[src/rtl/mult_bus_adapter.sv]
// ============================================================================
// Module   : mult_bus_adapter
// Purpose  : Valid/ready front end that serialises an operand pair onto a
//            shared 6-bit Booth multiplier bus and reassembles the product.
//            Optional macro BOOTH_TIMEOUT_EN adds a WAIT timeout and err flag.
// Revision : 1.0 - initial release
// ============================================================================
`default_nettype none

module mult_bus_adapter (
    input  logic        clk,
    input  logic        rst,
    input  logic        inValid,
    output logic        inReady,
    input  logic [5:0]  xIn,
    input  logic [5:0]  yIn,
    output logic        start,
    input  logic        done,
    output logic [5:0]  busOut,
    input  logic [5:0]  busIn,
    output logic        outValid,
    input  logic        outReady,
    output logic [11:0] product,
    output logic        err
);

    typedef enum logic [2:0] {
        IDLE  = 3'd0,
        SENDX = 3'd1,
        SENDY = 3'd2,
        WAIT  = 3'd3,
        CAPLO = 3'd4,
        HOLD  = 3'd5
    } state_t;

    state_t      r_state;
    logic [5:0]  r_y;
    logic        r_start;
    logic [5:0]  r_bus;
    logic        r_in_ready;
    logic        r_out_valid;
    logic [11:0] r_product;

`ifdef BOOTH_TIMEOUT_EN
    logic [3:0]  r_cnt;
    logic        r_err;
`endif

    // Outputs are registered and updated together with the state they belong to.
    always_ff @(posedge clk) begin
        if (rst) begin
            r_state     <= IDLE;
            r_y         <= 6'd0;
            r_start     <= 1'b0;
            r_bus       <= 6'd0;
            r_in_ready  <= 1'b1;
            r_out_valid <= 1'b0;
            r_product   <= 12'd0;
`ifdef BOOTH_TIMEOUT_EN
            r_cnt       <= 4'd0;
            r_err       <= 1'b0;
`endif
        end else begin
            case (r_state)
                IDLE: begin
                    if (inValid) begin
                        r_y        <= yIn;
                        r_bus      <= xIn;
                        r_start    <= 1'b1;
                        r_in_ready <= 1'b0;
                        r_state    <= SENDX;
                    end
                end
                SENDX: begin
                    r_start <= 1'b0;
                    r_bus   <= r_y;
                    r_state <= SENDY;
                end
                SENDY: begin
                    r_bus   <= 6'd0;
                    r_state <= WAIT;
`ifdef BOOTH_TIMEOUT_EN
                    r_cnt   <= 4'd0;
`endif
                end
                WAIT: begin
                    if (done) begin
                        r_product[11:6] <= busIn;
                        r_state         <= CAPLO;
                    end
`ifdef BOOTH_TIMEOUT_EN
                    else begin
                        r_cnt <= r_cnt + 4'd1;
                        // Counter reaching 15 without done abandons the operation.
                        if (r_cnt == 4'd14) begin
                            r_product   <= 12'd0;
                            r_err       <= 1'b1;
                            r_out_valid <= 1'b1;
                            r_state     <= HOLD;
                        end
                    end
`endif
                end
                CAPLO: begin
                    r_product[5:0] <= busIn;
                    r_out_valid    <= 1'b1;
                    r_state        <= HOLD;
                end
                HOLD: begin
                    if (outReady) begin
                        r_out_valid <= 1'b0;
                        r_in_ready  <= 1'b1;
                        r_state     <= IDLE;
`ifdef BOOTH_TIMEOUT_EN
                        r_err       <= 1'b0;
`endif
                    end
                end
                default: begin
                    r_start     <= 1'b0;
                    r_bus       <= 6'd0;
                    r_out_valid <= 1'b0;
                    r_in_ready  <= 1'b1;
                    r_state     <= IDLE;
                end
            endcase
        end
    end

    assign inReady  = r_in_ready;
    assign start    = r_start;
    assign busOut   = r_bus;
    assign outValid = r_out_valid;
    assign product  = r_product;

`ifdef BOOTH_TIMEOUT_EN
    assign err = r_err;
`else
    assign err = 1'b0;
`endif

endmodule

`default_nettype wire

[config.mk]
export PLATFORM = sky130hd
export DESIGN_NAME = mult_bus_adapter
export DESIGN_NICKNAME = d
export VERILOG_FILES = /design/src/rtl/mult_bus_adapter.sv
export SDC_FILE = /design/constraint.sdc
export NUM_CORES = 1
export LEC_CHECK = 0
export ABC_CLOCK_PERIOD_IN_PS = 1650
export CORE_UTILIZATION = 35
export CTS_BUF_LIST = sky130_fd_sc_hd__clkbuf_8
export CTS_CLUSTER_SIZE = 14
export DETAILED_ROUTE_END_ITERATION = 10
export GPL_ROUTABILITY_DRIVEN = 0
export MAX_ROUTING_LAYER = met4
export PLACE_DENSITY = 0.65
export SYNTH_ARGS = -nofsm -noshare
export SYNTH_HDL_FRONTEND = slang
export SYNTH_SLANG_ARGS = --single-unit
export TNS_END_PERCENT = 50
[constraint.sdc]
create_clock -name clk -period 1.65 [get_ports clk]
set_input_delay 0.4125 -clock clk [delete_from_list [all_inputs] [get_ports clk]]
set_output_delay 0.4125 -clock clk [all_outputs]
set_load 0.01 [all_outputs]
==> results.yml, run 1 <==
outcome:
  outcome: "completed"
setup_path:
  critPathSlowestCell: "clkdlybuf4s50_1"
  highest_fanout_seen_on_the_critical_path: 3
  ff2ff_path_depth: 4
  reg2reg_from: "r_state[0]"
  worstPathCellList: "clkdlybuf4s50_1"
  worst_reg2reg_endpoint: "busOut[4]"
  critical_path.startpoint_type: "register"
  worst_path_required_time_ns: 1.24
  setup.reg_to_reg.worst_slack_ns: 0.24
  critical_path_arrival_ns: 1.18
  worstPathBufferInverterCount: 1
  biggest_cell_delay_along_the_critical_path_ns: 0.54
  worst_setup_path_end_kind: "output port"
  critPathKind: "reg2out"
  cpLargestDelayFamily: "buffers and inverters"
finish:
  nNetsFinal: 192
  multi_input_area_um2: 568
  area_delta_synth_final_pct: 48.8
  instances_no_fill: 216
  final.fill_count: 324
  layout-drive-gt1-share: 0.118
  antenna_diode_count: 0
  layout.cell_area.non_filler_um2: 1820
  ff_latch_area_um2: 601
yosys:
  synth.distinct_cells: 26
  netlist_area_um2: 1220
  synthesis.yosys.warnings: 0
  synth_top_cell_area_share: 0.491
  synth_nets: 143
  synth.avg_cell_area_um2: 10.2
  netlist_top_cells_area: "dfxtp_1 49%, mux2i_1 20%, nor2_1 6.4%"
  post_synthesis_sequential_element_count: 30
  biggest_area_consumer_among_synthesized_cells: "dfxtp_1"
  synth.yosys.seq_area_share: 0.491
  synth_cells: 120
route:
  wl_per_cell_um: 12.8
  dr.first_iter.drc_count: 65
  detail_route.first_pass.iterations: 4
  drt.antenna.violating_nets: 0
  total_detailed_routing_wirelength_um: 2770
  drt-vias-per-instance: 4.65
  detailroute.via_count: 1004
  detail_route.drc_violations: 0
clock_tree:
  clock_insertion_delay_worst_skew_ns: 0.28
  numCtsBuffers: 5
  cts.sinks: 30
  post-cts-setup-buffer-count: 0
  clk_pin_slew_worst_paths_ns: 0.06
  clockRootBuffer: "clkbuf_8"
  postCtsHoldBufs: 0
  clk_path_buf_depth: 2
  cts_htree_levels: 2
  cts_tree: "done"
  cts.repair.resized: 0
die:
  die_area_um2: 3730
  fp.coreArea_um2: 3340
  floorplan.die.height_um: 61.1
  die_width_um: 61.1
  ioPinCount: 45
  initial_utilization: 0.366
  rows: 21
placed_design:
  hpwlAfterDp_um: 2050
  placement.io_buffers: 43
  detailed_place.area_um2: 1720
  placedCellCount: 208
worst_hold_path:
  min-delay-path-class: "reg2reg"
  hp-start: "busOut[1]"
  holdPathEnd: "busOut[1]"
  timing.hold.worst_path_depth: 1
sta:
  tightestPinTransition_ns: 0.536
  final_min_period_over_clock_period: 0.963
  final-max-slew-violation-count: 0
  finalHoldViolCount: 0
  fin_crit_ns: 1.59
  max-slew-margin-rel: 0.642
  tns_ns: 0
  clock-skew-final_ns: 0.00444
  achievable-frequency_ghz: 0.629
  setup_viol_count_final: 0
  rsz0062_at_grt: "false"
global_route:
  grt_start_max_net_pins: 17
  grt_overflow_total: 0
  globalRouteTotalUtil: 0.172
  grt_pass1_wl_um: 4440
  number_of_antenna_violations_at_the_first_check_in_global_routing: 0
  first_global_vias: 943
run:
  timing.max_cap.violations: 0
pwr:
  cellLeakagePower_uw: 0.000706
  worst_ir_drop_vdd_mv: 0.505
  power.density_nw_per_um2: 976
sequential cells by signal, indices dropped and copies added (netlist names):
signal / count
product: 12
inReady: 1
r_y: 6
start: 1
busOut: 6
outValid: 1
r_state: 3
worst max path at each step:
stage / from / endpoint / slack, ns / depth (start not counted)
final: start / start / 0.06 / 1
after global routing: start / start / 0.01 / 1
after CTS: busOut[0] / busOut[0] / 0.05 / 1
after detailed placement: inValid / r_y[3] / -0.10 / 5
after global placement: inValid / busOut[2] / -0.07 / 5
after floorplan: r_state[0] / inReady / 0.20 / 4
cell usage after synthesis:
master and number:
nor4b_4 1, nor3b_1 2, conb_1 1, o211ai_1 1, o21ai_0 2, nor2b_1 3
nand4b_1 1, nor3_1 1, clkbuf_1 4, nand3b_1 1, nor4_1 1, buf_2 4
dfxtp_1 30, or3_1 1, o2bb2ai_1 6, mux2i_1 24, nand2_1 4, buf_6 1
o31ai_1 1, a21oi_1 3, nor2_1 21, a221oi_2 1, nand2b_1 2, buf_4 1
or2_2 1, a31oi_1 2
metrics by stage:
step / util / hold slack [ns] / setup WS [ns] / power [uW]
after floorplan: - / 0.460 / 0.198 / 1020
after global placement: 0.517 / 0.449 / -0.0683 / 1170
after detailed placement: 0.517 / 0.453 / -0.104 / 1190
after CTS: 0.545 / 0.475 / 0.0475 / 1790
after global routing: 0.545 / 0.482 / 0.0115 / 1860
final: 0.545 / 0.470 / 0.0605 / 1780
kinds of logic (layout without fill, tap and decap cells):
family / count (synthesis) / count (layout) / synth area share
flip-flops: 30 / 30 / 0.491
buffers and inverters: 10 / 60 / 0.0440
AO/OA/AOI/OAI: 16 / 16 / 0.0983
AND/OR/NAND/NOR: 39 / 39 / 0.167
multiplexers: 24 / 24 / 0.197
other: 1 / 1 / 0.00307
metal layers:
layer	track usage	routed length, um	up-vias
li1	-	-	513
met1	0.210	1250	461
met2	0.267	1360	24
met3	0.0378	108	6
met4	0.0877	53	0
met5	-	0	-
layout by cell type (no fill, tap or decap), types with 2 or more instances in the layout:
master / netlist / final
a21oi_1: 3 / 3
mux2i_1: 24 / 24
o21ai_0: 2 / 2
clkbuf_8: 0 / 6
nand2b_1: 2 / 2
nor2_1: 21 / 21
clkdlybuf4s50_1: 0 / 43
buf_4: 1 / 9
o2bb2ai_1: 6 / 6
dfxtp_1: 30 / 30
a31oi_1: 2 / 2
nand2_1: 4 / 4
nor2b_1: 3 / 3
nor3b_1: 2 / 2
cell type report:
class | instances | share of cell area
repair buffers | 52 | 0.274
well taps | 46 | 0.0316
clock buffers | 6 | 0.0454
multi-input cells | 80 | 0.312
clock inverters | 2 | 0.00688
flip-flops and latches | 30 | 0.330
power breakdown:
part,switching [uW],internal (uW)
Combinational,136,199
Sequential,58.4,778
Clock,270,334
(Power assumes the default switching activity.)
==> run 2: changes to the inputs <==
ABC_CLOCK_PERIOD_IN_PS = 1300   (was 1650)
PLACE_DENSITY = 0.68   (was 0.65)
clock period = 1.3 ns   (was 1.65 ns; I/O delays follow)
==> run 2 against run 1 <==
Via count grew 9.9%. Register-to-register slack got worse by 0.20 ns. Combinational power up 51%. Sequential cell count unchanged. Power increased by 30%. Critical path type is now reg2reg. First-iteration DRC count fell by 29%. Hold slack worse by 0.0094 ns. Global-route usage rose by 1.2 points.
==> results.yml, run 2 (same netlist as run 1, synthesis figures left out) <==
setup_path:
  critical_path.startpoint_type: "register"
  critical_path_arrival_ns: 1.46
  worst_path_required_time_ns: 1.50
  highest_fanout_seen_on_the_critical_path: 6
  cpLargestDelayFamily: "flip-flops"
  setup.worst_path.start: "r_state[0]"
  worst_setup_path_end_kind: "register"
  critPathSlowestCell: "dfxtp_4"
  biggest_cell_delay_along_the_critical_path_ns: 0.37
  worstPathBufferInverterCount: 1
  critPathKind: "reg2reg"
  worstPathCellList: "or2_2 -> a221oi_2 -> buf_4 -> o2bb2ai_1"
  reg2reg_from: "r_state[0]"
clock_tree:
  clock_insertion_delay_worst_skew_ns: 0.28
  cts_tree: "done"
  postCtsHoldBufs: 0
  clk_pin_slew_worst_paths_ns: 0.07
  clockRootBuffer: "clkbuf_8"
  numCtsBuffers: 5
  clk_path_buf_depth: 2
  cts_htree_levels: 2
  cts.sinks: 30
route:
  dr.first_iter.drc_count: 46
  wl_per_cell_um: 13.1
  drt.antenna.violating_nets: 0
  detail_route.first_pass.iterations: 4
  drt-vias-per-instance: 4.77
  detail_route.drc_violations: 0
  total_detailed_routing_wirelength_um: 3020
  detailroute.via_count: 1103
pwr:
  worst_ir_drop_vdd_mv: 0.629
  cellInternalPower_uw: 1700
  power.density_nw_per_um2: 1200
  power.share.clock: 0.329
  power_switching_share: 0.262
  pwr-share-seq: 0.452
  design_power_total_uw: 2310
  comb_power_share: 0.219
  power_switching_uw: 603
  cellLeakagePower_uw: 0.000897
finish:
  antenna_diode_count: 0
  layout_commonest_cell: "dfxtp_1"
  layout.cells.most_common_list: "27 x dfxtp_1, 23 x mux2i_1, 22 x dlygate4sd2_1"
  area_delta_synth_final_pct: 57.2
  max_reg_flops: 12
  nNetsFinal: 207
  instances_no_fill: 231
  layout-drive-gt1-share: 0.205
  layout.cell_area.non_filler_um2: 1920
global_route:
  grt_pass1_wl_um: 4740
  number_of_antenna_violations_at_the_first_check_in_global_routing: 0
  grtUsageMet1: 0.198
  global_route.usage.met2: 0.307
  grt_overflow_total: 0
  first_global_vias: 1066
  globalRouteTotalUtil: 0.184
  grt_most_used_layer: "met2"
  grt_start_max_net_pins: 19
  globalRouteMet3Util: 0.0693
placed_design:
  detailed_place.area_um2: 1800
  placement.io_buffers: 43
  placedCellCount: 218
  placement.setup.worst_slack_ns: -0.451
  hpwlAfterDp_um: 2240
sta:
  clock-skew-final_ns: 0.00920
  rsz0062_at_grt: "true"
  finalHoldViolCount: 0
  layout_setup_ws_ns: 0.0384
  setup_viol_count_final: 0
  achievable-frequency_ghz: 0.793
  fin_crit_ns: 1.26
  final_min_period_over_clock_period: 0.970
  final-max-slew-violation-count: 0
die:
  die_width_um: 61.1
  rows: 21
  die_area_um2: 3730
  ioPinCount: 45
  fp.coreArea_um2: 3340
  initial_utilization: 0.366
  floorplan.die.height_um: 61.1
run:
  timing.max_cap.violations: 0
outcome:
  outcome: "completed"
worst_hold_path:
  hp-start: "busOut[0]"
  min-delay-path-class: "reg2reg"
[run 2: area by class of cell]
class	count	area, um^2
Clock buffer	6	82.6
Clock inverter	2	8.76
Fill cell	322	1420
Multi-Input combinational cell	80	574
Sequential cell	30	609
Tap cell	46	57.6
Timing Repair Buffer	67	589
[run 2: power by group through the flow]
stage / registers (uW) / logic [uW] / clock network (uW)
final: 1040 / 505 / 758
after global routing: 1050 / 551 / 824
after CTS: 1050 / 467 / 779
after detailed placement: 1070 / 493 / 0
after global placement: 1060 / 474 / 0
after floorplan: 1050 / 250 / 0
[run 2: stage by stage]
stage	TNS, ns	util	hold slack (ns)
final	0	0.576	0.460
after floorplan	-0.178	-	0.435
after detailed placement	-7.06	0.539	0.451
after CTS	-0.0975	0.559	0.462
after global placement	-5.81	0.539	0.447
after global routing	-0.219	0.576	0.480
[run 2: path summary, 6_finish.rpt]
path	end	slack, ns	cells past startpoint
worst min register to register	busOut[0]	0.46	1
worst max register to register	busOut[1]	0.04	4
worst max-delay path	busOut[1]	0.04	4
worst min-delay path	busOut[0]	0.46	1
[run 2: what timing repair did]
action	4_1_cts	5_1_grt
pin swaps	1	2
setup buffers	0	5
setup endpoints to repair	35	25
gates resized for setup	24	6
[run 2: per-layer routing]
metal	up-vias	wire length [um]
met2	21	1530
met5	-	0
met4	0	51
met1	535	1320
met3	6	113
li1	541	-
